--- src/rtl/mul_seq_ctrl.sv ---
// Sequential shift-and-add multiplier: one WIDTH-bit adder reused for WIDTH cycles.
// Optional macro MUL_SEQ_ZERO_SKIP_EN: a zero operand bypasses RUN and completes in one cycle.
module mul_seq_ctrl #(
    parameter int WIDTH = 4,
    parameter int CNT_W = 3
) (
    input  logic                 clk,
    input  logic                 rst,
    input  logic                 start,
    input  logic [WIDTH-1:0]     a,
    input  logic [WIDTH-1:0]     b,
    output logic                 busy,
    output logic                 done,
    output logic [2*WIDTH-1:0]   mul
);

    localparam logic [1:0] IDLE = 2'd0;
    localparam logic [1:0] RUN  = 2'd1;
    localparam logic [1:0] DONE = 2'd2;

    localparam logic [CNT_W-1:0] LAST_CNT = CNT_W'(WIDTH - 1);
    localparam logic [CNT_W-1:0] CNT_ONE  = {{(CNT_W-1){1'b0}}, 1'b1};

    logic [1:0]           state_q, state_d;
    logic [CNT_W-1:0]     cnt_q, cnt_d;
    logic [WIDTH-1:0]     a_q, a_d;
    // The carry bit of the accumulator is always shifted out as zero, so only
    // the low WIDTH bits need storage; the sum keeps the carry for each step.
    logic [WIDTH-1:0]     acc_q, acc_d;
    logic [WIDTH-1:0]     q_q, q_d;
    logic [2*WIDTH-1:0]   mul_q, mul_d;
    logic                 busy_q, busy_d;
    logic                 done_q, done_d;
    logic [WIDTH:0]       sum_s;
    logic [WIDTH-1:0]     addend_s;

    // Next-state, datapath step and output-register computation
    always_comb begin
        state_d  = state_q;
        cnt_d    = cnt_q;
        a_d      = a_q;
        acc_d    = acc_q;
        q_d      = q_q;
        mul_d    = mul_q;
        addend_s = q_q[0] ? a_q : {WIDTH{1'b0}};
        sum_s    = {1'b0, acc_q} + {1'b0, addend_s};
        case (state_q)
            IDLE: begin
                if (start) begin
                    a_d     = a;
                    acc_d   = {WIDTH{1'b0}};
                    q_d     = b;
                    cnt_d   = {CNT_W{1'b0}};
                    state_d = RUN;
`ifdef MUL_SEQ_ZERO_SKIP_EN
                    if ((a == {WIDTH{1'b0}}) || (b == {WIDTH{1'b0}})) begin
                        state_d = DONE;
                        mul_d   = {(2*WIDTH){1'b0}};
                    end else begin
                        state_d = RUN;
                    end
`endif
                end else begin
                    state_d = IDLE;
                end
            end
            RUN: begin
                acc_d = sum_s[WIDTH:1];
                q_d   = {sum_s[0], q_q[WIDTH-1:1]};
                cnt_d = cnt_q + CNT_ONE;
                if (cnt_q == LAST_CNT) begin
                    state_d = DONE;
                    mul_d   = {sum_s[WIDTH:1], sum_s[0], q_q[WIDTH-1:1]};
                end else begin
                    state_d = RUN;
                end
            end
            DONE: begin
                state_d = IDLE;
            end
            default: begin
                state_d = IDLE;
            end
        endcase
        busy_d = (state_d != IDLE);
        done_d = (state_d == DONE);
    end

    // State and datapath registers with asynchronous clear
    always_ff @(posedge clk or posedge rst) begin
        if (rst) begin
            state_q <= IDLE;
            cnt_q   <= {CNT_W{1'b0}};
            a_q     <= {WIDTH{1'b0}};
            acc_q   <= {WIDTH{1'b0}};
            q_q     <= {WIDTH{1'b0}};
            mul_q   <= {(2*WIDTH){1'b0}};
            busy_q  <= 1'b0;
            done_q  <= 1'b0;
        end else begin
            state_q <= state_d;
            cnt_q   <= cnt_d;
            a_q     <= a_d;
            acc_q   <= acc_d;
            q_q     <= q_d;
            mul_q   <= mul_d;
            busy_q  <= busy_d;
            done_q  <= done_d;
        end
    end

    assign busy = busy_q;
    assign done = done_q;
    assign mul  = mul_q;

endmodule
--- config.mk ---
export PLATFORM = sky130hd
export DESIGN_NAME = mul_seq_ctrl
export DESIGN_NICKNAME = d
export VERILOG_FILES = /design/src/rtl/mul_seq_ctrl.sv
export SDC_FILE = /design/constraint.sdc
export NUM_CORES = 1
export LEC_CHECK = 0
export ABC_AREA = 0
export CORE_MARGIN = 1.5
export CORE_UTILIZATION = 46
export CTS_CLUSTER_DIAMETER = 150
export CTS_CLUSTER_SIZE = 12
export DETAILED_ROUTE_END_ITERATION = 12
export PLACE_DENSITY_LB_ADDON = 0.05
export SETUP_SLACK_MARGIN = 0.4
export SKIP_LAST_GASP = 1
export SYNTH_ARGS = -nofsm -noshare
export SYNTH_HDL_FRONTEND = slang
export SYNTH_SLANG_ARGS = --single-unit
--- constraint.sdc ---
create_clock -name clk -period 1.7 [get_ports clk]
set_input_delay 0.255 -clock clk [delete_from_list [all_inputs] [get_ports clk]]
set_output_delay 0.255 -clock clk [all_outputs]
set_load 0.01 [all_outputs]
==> summary.md, run 1 <==
The run gives 0.001270 sq mm as the total standard cell area after synthesis. The via count of the first global-routing pass was 918. Clock tree root driver cell: sky130_fd_sc_hd__clkbuf_4. The clock-pin slew on the worst setup and hold paths came out at 0.14 ns. TritonCTS built the clock tree. The post-place setup slack came out at 0.07831 ns.

The tools report the initial antenna violation count as 0. The run gives 0 as the number of warnings issued by yosys. The startpoint type of the worst setup path is a flip-flop. Dividing the detail-routed via count by the number of cells gives 5.284.

The slowest stage of the critical path belongs to the cell sky130_fd_sc_hd__dfrtp_1. The largest total area in the synthesized netlist belongs to sky130_fd_sc_hd__dfrtp_1. Global routing finished with a remaining overflow of 0. Type of the worst min-delay path: in2async. The critical path data arrival time was 1.79 ns; the clock latency on the worst-skew pair was 0.33 ns. Summed over all nets, the half-perimeter wirelength after detailed placement is 1721 um.

Setup repair after global routing could not meet its margin everywhere. The final cycle utilization of the critical path came out at 91.64%. The count of buffers added on input and output ports is 20. The top fanout value on the critical path is 4. The proportion of synthesized flip-flops having asynchronous set or reset came out at 100.0%. The total number of vias is 967.

The tools report the area of the die as 0.003085 sq mm. The internal reg-to-reg setup slack is 0.14 ns, and the vertical die dimension is 55.55 um. The run gives 0 as the count of antenna-violating nets left after detailed routing. Summed over all failing endpoints, the final setup total negative slack is 0 ns. The peak per-stage delay on the critical path is 0.43 ns, and the maximum level of the CTS H-tree is 1. Leaving out fill and tap cells, the most frequent cells in the layout are 25 x sky130_fd_sc_hd__dfrtp_1, 22 x sky130_fd_sc_hd__buf_4, 12 x sky130_fd_sc_hd__nand2_1. The tools report the TritonCTS buffer count as 3. After floorplanning, the core was divided into 18 placement rows.

Compared with the post-synthesis result, the final layout area differs by 45.12%. Timing would allow up to 641.9 MHz. IR analysis of the VDD net gives a maximum drop of 1.142 mV.

The final worst slack was 0.1420 ns. The clock net in this run drives a total of 27 sinks. Tracing the worst setup path back leads to its startpoint at q_q[0]. Data on the critical path is required at its endpoint by 1.93 ns. Entering global routing, the biggest net connects 28 pins.

The final weighted congestion of routability-driven global placement came out at 0.7277. The worst register-to-register path begins at q_q[0]. In the routed design, unresolved DRC markers number 0.

The relative max-transition margin was 77.62%; the final net count was 172. Before antenna repair, the detailed router went through 4 iterations. The worst reg2reg path depth was 6. The count of final max-slew check failures is 0, and the initial detailed-routing violation count is 15.

The final critical-path required period was 1.558 ns. Total power consumption of the routed design: 2.902 mW. Leaving out fill and tap cells, the most frequent cell in the layout is sky130_fd_sc_hd__dfrtp_1. The slew of the pin with the lowest slew margin was 0.3356 ns. In this run the horizontal extent of the chip is 55.55 um.

In this run, synthesis produced a sequential element count of 27. Across the whole layout, storage elements account for 678.2 sq um. The number of synthesized flops with an enable pin was 0; the proportion of netlist area held by the largest area contributor was 53.20%. After technology mapping, the gate count stands at 106. For the sequential share of the synthesized area, the log shows 53.20%. Walking the worst path, the cells encountered are and2_4 > ha_4 > fa_2 > a21o_1 > a21oi_2 > o21ai_1. The run finished with clean final reports. Summing all multi-input logic gate instances after layout gives 659.4 sq um. In this run the critical register-to-register path is captured at acc_q[3]. The power density relative to cell area came out at 1575 mW/mm^2. The number of filler cells placed in the layout came out at 182. The maximum number of buffers from clock root to sink was 2; the final setup violation count was 0. The number of maximum-capacitance constraint violations is 0, and the final routed wire length divided by cell count is 14.03 um. Initial core utilization: 49.90%.

The static leakage power is 0.8633 nW. The run gives 4229 um as the global-route wire length before repair. The number of nets produced by synthesis came out at 124. By area the synthesized netlist is led by sky130_fd_sc_hd__dfrtp_1 53%, sky130_fd_sc_hd__mux2_2 7.1%, sky130_fd_sc_hd__ha_1 5.9%. The worst hold margin is 0.2612 ns, and the post-synthesis cell type count is 29. The final setup skew was 0.006108 ns. The routed wire length is 2568 um. The most frequently used flop master after synthesis is sky130_fd_sc_hd__dfrtp_1. By startpoint and endpoint, the worst setup path is classified as reg2reg. The tools report the endpoint type of the worst setup path as a flip-flop. The final antenna diode count is 0, and the total core area is 0.002545 sq mm.

The total global-route track usage was 17.80%; the count of boundary I/O pins was 21. Dividing the synthesized area by the synthesized cell count gives 11.98 sq um. The run gives 0 as the total count of hold-check failures in the final report.

The post-route netlist has 37.25% of its cells at a drive strength greater than 1.
-- worst max-delay path, delay by kind of cell (launching register included) --
kind	cells	cell delay, ns
fa+ha+maj	2	0.50
flops	1	0.43
compound gates	3	0.37
simple gates	1	0.15
-- where the power goes --
part           leakage (nW)  switching, mW  total [mW]  internal (mW)
logic                 0.508          0.624        1.54          0.916
clock network        0.0150          0.193       0.285         0.0922
registers             0.340          0.181        1.08          0.897
total                 0.863          0.998        2.90           1.90
-- synth_stat cells (2+ instances only) --
cell type and number:
sky130_fd_sc_hd__nand2_1 13, sky130_fd_sc_hd__dfrtp_1 27, sky130_fd_sc_hd__o21ai_0 7, sky130_fd_sc_hd__ha_1 6
sky130_fd_sc_hd__nand3_1 3, sky130_fd_sc_hd__a21oi_1 4, sky130_fd_sc_hd__a211o_1 2, sky130_fd_sc_hd__a22o_1 2
sky130_fd_sc_hd__a22oi_1 2, sky130_fd_sc_hd__mux2_2 8, sky130_fd_sc_hd__buf_6 2, sky130_fd_sc_hd__nand4_1 2
sky130_fd_sc_hd__and2b_2 2, sky130_fd_sc_hd__nor2b_1 2, sky130_fd_sc_hd__inv_1 5, sky130_fd_sc_hd__and3b_1 2
sky130_fd_sc_hd__and2_1 4, sky130_fd_sc_hd__o21ai_1 2
-- per-stage QoR --
stage / util [%] / std cells / instance area (sq um)
5_1_grt: 72.42 / 183 / 1843
3_5_place_dp: 60.72 / 156 / 1545
2_1_floorplan: - / 106 / 1315
6_report: 72.42 / 183 / 1843
3_3_place_gp: 60.72 / 156 / 1545
4_1_cts: 65.78 / 172 / 1674
-- sequential cells by signal, summed over array words and instances (netlist names) --
signal	count
done	1
q_q	4
state_q	2
mul	8
acc_q	4
busy	1
cnt_q	3
a_q	4
-- routing by layer --
layer,up-vias,global-route usage [%],wire (um)
li1,469,-,-
met1,470,24.50,1186
met2,23,27.04,1236
met3,5,2.342,95
met4,0,10.10,50
met5,-,0,0
-- what timing repair did --
item                       CTS  global route
pin swaps                    5             4
buffers inserted            12            11
hold buffers                 0             0
gates resized for setup     17            19
setup endpoints to repair   25            25
-- layout make-up --
type / count / share of cell area (%)
Multi-Input combinational cell: 71 / 35.78
Inverter: 6 / 1.494
Clock buffer: 4 / 1.426
Tap cell: 30 / 2.037
Timing Repair Buffer: 45 / 22.47
Sequential cell: 27 / 36.80
-- worst max path at each step --
stage / endpoint / cells after the start
after floorplan: acc_q[3] / 6
after global placement: acc_q[3] / 6
after detailed placement: mul[7] / 6
after CTS: acc_q[3] / 6
after global routing: mul[7] / 6
final: acc_q[3] / 6
-- cells by family after synthesis --
group                    count (synthesis)  synth area share, %
AO/OA/AOI/OAI                           24                12.71
XOR/XNOR                                 1               0.6898
adder cells (fa/ha/maj)                  7                7.488
buffers and inverters                    8                3.547
flip-flops                              27                53.20
multiplexers                             8                7.094
AND/OR/NAND/NOR                         31                15.27
No activity file was read; power rests on OpenSTA's default activity.
==> run 2: changes to the inputs <==
==> constraint.sdc (replaced) <==
create_clock -name clk -period 1.7 [get_ports clk]
set_input_delay 0.51 -clock clk [delete_from_list [all_inputs] [get_ports clk]]
set_output_delay 0.51 -clock clk [all_outputs]
set_load 0.01 [all_outputs]
==> run 2 against run 1 <==
- non-clock buffer count is 2 higher
- core utilization hardly changed
- combinational power increased by 5%
- critical path type unchanged
- largest cell class is now multi-input combinational cells
- largest power group unchanged
==> summary.md, run 2 (synthesis gave the netlist of run 1 again) <==
The final worst slack came out at 0.1025 ns (was 0.1420 ns). The power density relative to cell area is 1618 mW/mm^2 (was 1575 mW/mm^2). The run gives 75.61% (was 77.62%) as the relative max-transition margin. The tools report the startpoint type of the worst setup path as a flip-flop (unchanged). The peak per-stage delay on the critical path is 0.42 ns (was 0.43 ns), and the initial detailed-routing violation count is 16 (was 15). The total global-route track usage came out at 16.88% (was 17.80%). The run gives 0.32 ns (was 0.33 ns) as the clock latency on the worst-skew pair.

The total core area was 0.002545 sq mm (unchanged); the final setup violation count was 0 (unchanged). The maximum VDD drop is 1.142 mV (about the same), and the routed wire length is 2654 um (was 2568 um). The classification of the worst setup path is reg2reg (unchanged). The total congestion overflow after global routing was 0 (unchanged). The count of hold-fix buffers inserted at cts came out at 0 (unchanged). The number of flip-flops in the largest register is 8 (unchanged).

For the post-place setup slack, the log shows -0.08701 ns (was 0.07831 ns). The logs give 174 (was 172) for the final net count and 4 (unchanged) for the first-pass iteration count of the detailed router. The clock-pin slew on the worst setup and hold paths works out to 0.16 ns (was 0.14 ns).

The cell area after placement is 0.001580 sq mm (was 0.001545 sq mm), and the maximum number of buffers from clock root to sink is 2 (unchanged). The count of final max-slew check failures came out at 0 (unchanged). The pin count of the biggest net entering global routing came out at 28 (unchanged). The clock sink count came out at 27 (unchanged). CP cell instances: and2_4 > ha_4 > fa_2 > a21o_1 > a21oi_2 > o21ai_1 (unchanged). The maximum level of the CTS H-tree is 1 (unchanged), and the final weighted congestion of routability-driven global placement is 0.7908 (was 0.7277). TritonCTS buffer count: 3 (unchanged). The number of maximum-capacitance constraint violations came out at 0 (unchanged).

The data required time of the worst path was 1.91 ns (was 1.93 ns); the number of rows in the core area was 18 (unchanged). Endpoint type of the worst setup path: a flip-flop (unchanged). The estimated wirelength of the detail-placed design came out at 1654 um (was 1721 um).

Setup repair after global routing could not meet its margin everywhere. The post-detailed-route via-to-cell ratio was 5.189 (was 5.284); the global-route wire length before repair was 4105 um (was 4229 um). The vertical die dimension works out to 55.55 um (unchanged).

The die span in x is 55.55 um (unchanged), and the count of antenna-violating nets left after detailed routing is 0 (unchanged). The worst hold margin is 0.4874 ns (was 0.2612 ns), and the static leakage power is 0.8798 nW (was 0.8633 nW). The layout overhead on the synthesized area came out at 45.02% (was 45.12%). The final antenna diode count was 0 (unchanged). The flow ran to the end, and the final reports show no timing, DRC or antenna violations. The logs give 917 (was 918) for the via count of the first global-routing pass and 626.0 MHz (was 641.9 MHz) for the achievable frequency.

For the initial antenna violation count, the log shows 0 (unchanged). Count of buffers inserted at the top-level ports: 20 (unchanged). The slowest stage cell on the critical path was sky130_fd_sc_hd__dfrtp_1 (unchanged). Commonest cells after routing, fill and taps aside: 26 x sky130_fd_sc_hd__dfrtp_1, 22 x sky130_fd_sc_hd__buf_4, 12 x sky130_fd_sc_hd__nand2_1 (was 25 x sky130_fd_sc_hd__dfrtp_1, 22 x sky130_fd_sc_hd__buf_4, 12 x sky130_fd_sc_hd__nand2_1). The most frequent standard cell in the layout excluding fill and tap cells is sky130_fd_sc_hd__dfrtp_1 (unchanged). The slew of the pin with the lowest slew margin is 0.3658 ns (was 0.3356 ns), and the number of filler cells placed in the layout is 176 (was 182). The final cycle utilization of the critical path is 93.97% (was 91.64%). TritonCTS built the clock tree. The total count of hold-check failures in the final report is 0 (unchanged), and the final setup skew is 0.01334 ns (was 0.006108 ns).

The area of the die is 0.003085 sq mm (unchanged). The initial core utilization is 49.90% (unchanged). The total number of vias is 960 (was 967). The fraction of layout cells with a size suffix above 1 was 45.81% (was 37.25%); the top fanout value on the critical path was 2 (was 4).

The final routed wire length divided by cell count is 14.35 um (was 14.03 um), and the remaining design rule violation count is 0 (unchanged). Clock tree root driver cell: sky130_fd_sc_hd__clkbuf_4 (unchanged). The run gives 1.81 ns (was 1.79 ns) as the critical path data arrival time. Count of boundary I/O pins: 21 (unchanged).

The run gives 0.001842 sq mm (was 0.001843 sq mm) as the final instance area. Final critical-path required period: 1.597 ns (was 1.558 ns). The type of the worst min-delay path is reg2reg (was in2async).
-- run 2: cell types whose count changed in the layout (fill, tap and decap cells not counted), sizes merged --
cell and delta:
clkdlybuf4s50 -1, buf +11, clkinvlp +1, dlygate4sd2 -1
clkdlybuf4s15 -8
-- run 2: power by group --
part / internal, mW / switching [mW]
Clock: 0.0898 / 0.193
Combinational: 0.946 / 0.663
Sequential: 0.895 / 0.193
-- run 2: worst paths after layout --
| path | from | end | slack (ns) | cells after the start |
|---|---|---|---|---|
| worst min-delay path | mul[0] | mul[0] | 0.49 | 2 |
| worst max register to register | a_q[0] | acc_q[3] | 0.10 | 6 |
| worst min register to register | mul[0] | mul[0] | 0.49 | 2 |
| max in group asynchronous | rst | state_q[0] | 0.91 | 3 |
| worst max-delay path | a_q[0] | acc_q[3] | 0.10 | 6 |
| min in group asynchronous | rst | acc_q[0] | 0.53 | 3 |
-- run 2: critical path, delay by kind of cell, from the launching register on --
family / cells / cell delay, ns
adder cells (fa/ha/maj): 2 / 0.49
flip-flops: 1 / 0.42
AO/OA/AOI/OAI: 3 / 0.40
AND/OR/NAND/NOR: 1 / 0.17
-- run 2: layer usage --
layer	global-route usage [%]	part of all wire, %	vias to the layer above
met5	0	0	-
met4	7.666	0.38	0
met3	2.342	3.9	2
met2	26.53	48	22
met1	23.17	48	463
li1	-	-	473
-- run 2: timing repair --
| action | 4_1_cts | 5_1_grt |
|---|---|---|
| endpoints found under the setup margin | 29 | 29 |
| pin swaps | 4 | 7 |
| buffers inserted | 15 | 7 |
| resized for setup | 44 | 19 |
-- run 2: cell type report --
class                      instances  area, sq um  share of cell area, %
clock buffer                       3        22.52                  1.223
clock inverter                     1        7.507                 0.4076
inverter                           6        27.53                  1.495
multi-input combinational         71        681.9                  37.02
sequential                        27        676.9                  36.75
tap                               30        37.54                  2.038
timing repair buffer              47        387.9                  21.06
-- run 2: through the flow --
stage,total power [mW],TNS [ns],std cells,utilization [%]
after detailed placement,2.261,-0.3299,159,62.09
after global routing,3.185,0,185,72.37
final,2.980,0,185,72.37
after CTS,2.682,0,178,66.81
after global placement,2.227,-0.2938,159,62.09
after floorplan,1.837,0,106,-
